## src/rtl/sm_dividend_rebuild.sv

```systemverilog
// Sign-magnitude dividend rebuild a = q*b + r via 4-step shift-add multiply and signed merge.
// Optional REBUILD_CHECK_EN adds the a_exp input and the registered match output.
module sm_dividend_rebuild (
    input  logic       clk,
    input  logic       rst_n,
    input  logic       start,
    input  logic [4:0] q,
    input  logic [2:0] b,
    input  logic [4:0] r,
    output logic       busy,
    output logic       done,
    output logic [6:0] a_out,
    output logic       ovf,
    output logic       divbyzeroflag
`ifdef REBUILD_CHECK_EN
    ,
    input  logic [2:0] a_exp,
    output logic       match
`endif
);

    typedef enum logic [1:0] {
        S_IDLE,
        S_MUL,
        S_ADD,
        S_DONE
    } state_t;

    state_t     state_q, state_d;
    logic [4:0] q_q, q_d;
    logic [2:0] b_q, b_d;
    logic [4:0] r_q, r_d;
    logic [1:0] cnt_q, cnt_d;
    logic [5:0] acc_q, acc_d;
    logic [6:0] a_q, a_d;
    logic       ovf_q, ovf_d;
    logic       dbz_q, dbz_d;
`ifdef REBUILD_CHECK_EN
    logic [2:0] aexp_q, aexp_d;
    logic       match_q, match_d;
    logic       m_match;
`endif

    logic [5:0] addend;
    logic [5:0] r_mag6;
    logic [5:0] m_mag;
    logic       p_sgn;
    logic       m_sgn_raw;
    logic       m_sgn;

    assign addend = {4'b0000, b_q[1:0]} << cnt_q;

    // Product sign is forced positive for a zero product so merges never see -0.
    always_comb begin
        p_sgn  = (q_q[4] ^ b_q[2]) & (acc_q != 6'd0);
        r_mag6 = {2'b00, r_q[3:0]};
        if (p_sgn == r_q[4]) begin
            m_mag     = acc_q + r_mag6;
            m_sgn_raw = p_sgn;
        end else if (acc_q >= r_mag6) begin
            m_mag     = acc_q - r_mag6;
            m_sgn_raw = p_sgn;
        end else begin
            m_mag     = r_mag6 - acc_q;
            m_sgn_raw = r_q[4];
        end
        m_sgn = m_sgn_raw & (m_mag != 6'd0);
    end

`ifdef REBUILD_CHECK_EN
    assign m_match = ((m_sgn == aexp_q[2]) &&
                      (m_mag == {4'b0000, aexp_q[1:0]})) ||
                     ((aexp_q == 3'b100) && (m_mag == 6'd0));
`endif

    always_comb begin
        state_d = state_q;
        q_d     = q_q;
        b_d     = b_q;
        r_d     = r_q;
        cnt_d   = cnt_q;
        acc_d   = acc_q;
        a_d     = a_q;
        ovf_d   = ovf_q;
        dbz_d   = dbz_q;
`ifdef REBUILD_CHECK_EN
        aexp_d  = aexp_q;
        match_d = match_q;
`endif
        unique case (state_q)
            S_IDLE: begin
                if (start) begin
                    q_d   = q;
                    b_d   = b;
                    r_d   = r;
                    cnt_d = 2'd0;
                    acc_d = 6'd0;
                    a_d   = 7'd0;
                    ovf_d = 1'b0;
`ifdef REBUILD_CHECK_EN
                    aexp_d  = a_exp;
                    match_d = 1'b0;
`endif
                    if (b[1:0] == 2'b00) begin
                        dbz_d   = 1'b1;
                        state_d = S_DONE;
                    end else begin
                        dbz_d   = 1'b0;
                        state_d = S_MUL;
                    end
                end
            end
            S_MUL: begin
                if (q_q[cnt_q]) begin
                    acc_d = acc_q + addend;
                end
                cnt_d = cnt_q + 2'd1;
                if (cnt_q == 2'd3) begin
                    state_d = S_ADD;
                end
            end
            S_ADD: begin
                a_d     = {m_sgn, m_mag};
                ovf_d   = (m_mag > 6'd3);
`ifdef REBUILD_CHECK_EN
                match_d = m_match;
`endif
                state_d = S_DONE;
            end
            S_DONE: begin
                state_d = S_IDLE;
            end
            default: begin
                state_d = S_IDLE;
            end
        endcase
    end

    always_ff @(posedge clk or negedge rst_n) begin
        if (!rst_n) begin
            state_q <= S_IDLE;
            q_q     <= 5'd0;
            b_q     <= 3'd0;
            r_q     <= 5'd0;
            cnt_q   <= 2'd0;
            acc_q   <= 6'd0;
            a_q     <= 7'd0;
            ovf_q   <= 1'b0;
            dbz_q   <= 1'b0;
`ifdef REBUILD_CHECK_EN
            aexp_q  <= 3'd0;
            match_q <= 1'b0;
`endif
        end else begin
            state_q <= state_d;
            q_q     <= q_d;
            b_q     <= b_d;
            r_q     <= r_d;
            cnt_q   <= cnt_d;
            acc_q   <= acc_d;
            a_q     <= a_d;
            ovf_q   <= ovf_d;
            dbz_q   <= dbz_d;
`ifdef REBUILD_CHECK_EN
            aexp_q  <= aexp_d;
            match_q <= match_d;
`endif
        end
    end

    assign busy          = (state_q == S_MUL) || (state_q == S_ADD);
    assign done          = (state_q == S_DONE);
    assign a_out         = a_q;
    assign ovf           = ovf_q;
    assign divbyzeroflag = dbz_q;
`ifdef REBUILD_CHECK_EN
    assign match         = match_q;
`endif

endmodule

```

## config.mk

```make
export PLATFORM = sky130hd
export DESIGN_NAME = sm_dividend_rebuild
export DESIGN_NICKNAME = d
export VERILOG_FILES = /design/src/rtl/sm_dividend_rebuild.sv
export SDC_FILE = /design/constraint.sdc
export NUM_CORES = 1
export LEC_CHECK = 0
export ABC_AREA = 1
export BUFFER_PORTS_ARGS = -buffer_cell sky130_fd_sc_hd__buf_2
export CAP_MARGIN = 40
export CORE_UTILIZATION = 53
export CTS_CLUSTER_SIZE = 10
export DETAILED_ROUTE_END_ITERATION = 10
export GPL_TIMING_DRIVEN = 0
export PLACE_DENSITY = 0.74
export RECOVER_POWER = 50
export SLEW_MARGIN = 20
export SYNTH_ARGS = -nofsm -noshare
export SYNTH_HDL_FRONTEND = slang
export SYNTH_SLANG_ARGS = --single-unit
```

## constraint.sdc

```tcl
create_clock -name clk -period 2.05 [get_ports clk]
set_input_delay 0.3075 -clock clk [delete_from_list [all_inputs] [get_ports clk]]
set_output_delay 0.3075 -clock clk [all_outputs]
set_load 0.03 [all_outputs]
```

==> results.md <==
- Status: complete, but fails checks
- Failing checks: negative setup slack
- Placement-stage worst setup slack: -0.313 ns
- Fin crit share: 105%
- Core ar.: 4380 µm²
- I/O pins: 27
- Num rows: 24
- CTS max path bufs: 2
- Synth-to-Final Area Change: 18.8%
- Vias per cell: a little over 5
- Worst relative slew slack: 54.9%
- Hold Fails Final Rpt: 0
- H-tree level count: 2
- Die Span Y: ~70 µm
- Worst EP arrival: approximately 2.3 ns
- Setup CP Type: reg2reg
- Critical path endpoint category: flop
- Most frequent cell after synthesis: nand2_1
- Fin nets: between 400 and 500
- Vias in the first global route: 2069
- First-pass GRT wire length: roughly 9400 µm
- Post-synth cell types: 34
- Number of synthesized flops with an enable pin: 0
- Asr flop ratio synth: between 90% and 100%
- Initial DRC Count: 127
- Share of layout cells above drive strength 1: 27.8%
- # DRC: 0
- CP max stage cell: dfrtp_2
- Delay of the slowest critical-path stage: 0.41 ns
- Syn Area/Cell: around 7.5 µm²
- Horiz. Die Dim: 70.0 µm
- Final clock skew: ~0.0084 ns
- TritonCTS Buffers: 5
- Sequential-to-total area share from yosys stat: between 30 and 40%
- Worst path required time: between 2 and 2.5 ns
- Crit-path cells: inv_2 > ha_4 > inv_2 > fa_2 > nand3_2 > inv_2 > nor2_4 > nor2_2 > o21ai_1 > nand2_1 > nand2_1 > nand2_2 > nor2_2 > nand2_1 > nand2_1 > nand2_1
- Reg clk slew, reported paths: 0.08 ns
- Fmax: 465 MHz
- WL/cell: 12.9 µm
- Register bit total from synthesis: 32
- Final min period: 2.15 ns
- TritonCTS clock tree: yes
- Post-synthesis cell area: 2450 µm²
- Pins Over Slew Limit: 0
- Final GP Congestion: 0.873
- DPL Wire Length: 4000 µm
- Area fraction of the dominant cell type after synthesis: about 33%
- Post-synth top flop: dfrtp_1
- Largest net degree at the start of global routing: 33
- Clock latency on the worst-skew pair: between 0.2 and 0.3 ns
- Global-route usage over all layers: 24.3%
- Design area: 2910 µm²
- Setup crit start kind: flop
- Ant. Diodes: 0
- Tightest Hold Check Type: in2reg
- Most used cell along the critical path: nand2_1
- Worst Setup Slack, final: -0.101 ns
- Antenna violations before repair: 0
- Area after DPL: 2640 µm²
- Most area-consuming cells after synthesis: dfrtp_1, nand2_1, ha_1
- Die ar.: 4900 µm²
- Synth area leader: dfrtp_1
- DRT antenna net count: 0
- CTS sink count: 32
- First-pass DRT Iterations: 4
- Post-synth top cells: nand2_1, inv_1, dfrtp_1
- # port buffers: 26
- RSZ-0062 raised after global routing: true
- Syn Nets: between 300 and 400
- Worst-path fanout max: 2
- Final count of negative-setup-slack endpoints: 3
- Initial core utilization: 55.9%
- Tightest Pin Transition: 0.676 ns
- Synth warnings: 0
- DR vias: 2169
- Fill count: 379
- Routed WL: between 5000 and 6000 µm
- Clock Tree Root: clkbuf_8
- Total grt overflow: 0
- Max_cap viols: 0
- Cell count after synthesis: 325
metrics by stage:
stage | hold WS (ns) | setup TNS, ns | util, % | instances
floorplan | 0.0119 | 0 | - | 325
global placement | 0.415 | -0.971 | 60.3 | 403
detailed placement | 0.416 | -1.26 | 60.3 | 403
CTS | 0.103 | -0.0649 | 64.8 | 417
global route | 0.207 | -0.923 | 66.4 | 423
finish | 0.212 | -0.217 | 66.4 | 423
registers in the layout (all words and copies together) (netlist names):
register and cells:
cnt_q 2, acc_q 6, state_q 2, a_out 7
divbyzeroflag 1, r_q 5, ovf 1, b_q 3
q_q 5
final cells by class:
type | instances | area [µm²] | share of cell area, %
buffer | 6 | 42.5 | 1.46
clock buffer | 5 | 68.8 | 2.37
clock inverter | 3 | 42.5 | 1.46
inverter | 43 | 161 | 5.55
multi-input combinational | 244 | 1510 | 51.8
sequential | 32 | 805 | 27.7
tap | 52 | 65.1 | 2.24
timing repair buffer | 38 | 218 | 7.48
critical path: cells and delay by family, from the launching register on:
family	cells	cell delay [ns]
fa+ha+maj	2	0.51
compound gates	1	0.17
flops	1	0.41
simple gates	10	0.80
buf+inv	3	0.17
layer usage:
layer | track usage [%] | share of wire [%]
met5 | 0 | 0
met2 | 44.3 | 52
met1 | 29.3 | 44
met3 | 3.90 | 2.9
met4 | 7.33 | 1.3
what timing repair did:
item / in CTS / in global routing
hold buffers: 0 / 1
buffers inserted: 6 / 4
pin swaps: 5 / 2
endpoints found under the setup margin: 8 / 8
resized for setup: 18 / 12
hold endpoints to repair: 0 / 6
cells in the final DEF (no fill, tap or decap), types with 5 or more instances in the layout:
| cell | n |
|---|---|
| inv_2 | 12 |
| nand3_2 | 6 |
| ha_1 | 20 |
| o21ai_0 | 25 |
| o21ai_1 | 6 |
| nand2_1 | 93 |
| clkbuf_8 | 5 |
| a21oi_1 | 5 |
| buf_4 | 11 |
| nand2_2 | 12 |
| nand3_1 | 13 |
| nor2_2 | 6 |
| buf_2 | 25 |
| dfrtp_1 | 29 |
| inv_1 | 30 |
| nor2_1 | 22 |
| xor2_1 | 6 |
final timing paths:
| check | slack [ns] | start | end | depth (start not counted) |
|---|---|---|---|---|
| min in group asynchronous | 0.45 | rst_n | a_out[3]$_DFFE_PN0P_ | 2 |
| hold / removal | 0.21 | b[2] | b_q[2]$_DFFE_PN0P_ | 3 |
| setup reg to reg | -0.10 | acc_q[0]$_DFFE_PN0P_ | ovf$_DFFE_PN0P_ | 16 |
| max in group asynchronous | 0.56 | rst_n | acc_q[0]$_DFFE_PN0P_ | 3 |
| hold reg to reg | 0.48 | q_q[2]$_DFFE_PN0P_ | q_q[2]$_DFFE_PN0P_ | 2 |
| setup / recovery | -0.10 | acc_q[0]$_DFFE_PN0P_ | ovf$_DFFE_PN0P_ | 16 |
logic make-up after synthesis:
logic type | synth area share (%)
AOI/OAI and AO/OA | 11.5
xor gates and xnor gates | 2.15
adders and majority gates | 15.0
buffers and inverters | 8.33
DFF | 32.7
muxes | 0.409
and+or+nand+nor | 29.8
Power is left out: the tool's default activity adds up to more than one toggle a clock period on the data nets, which glitch-free logic cannot reach.
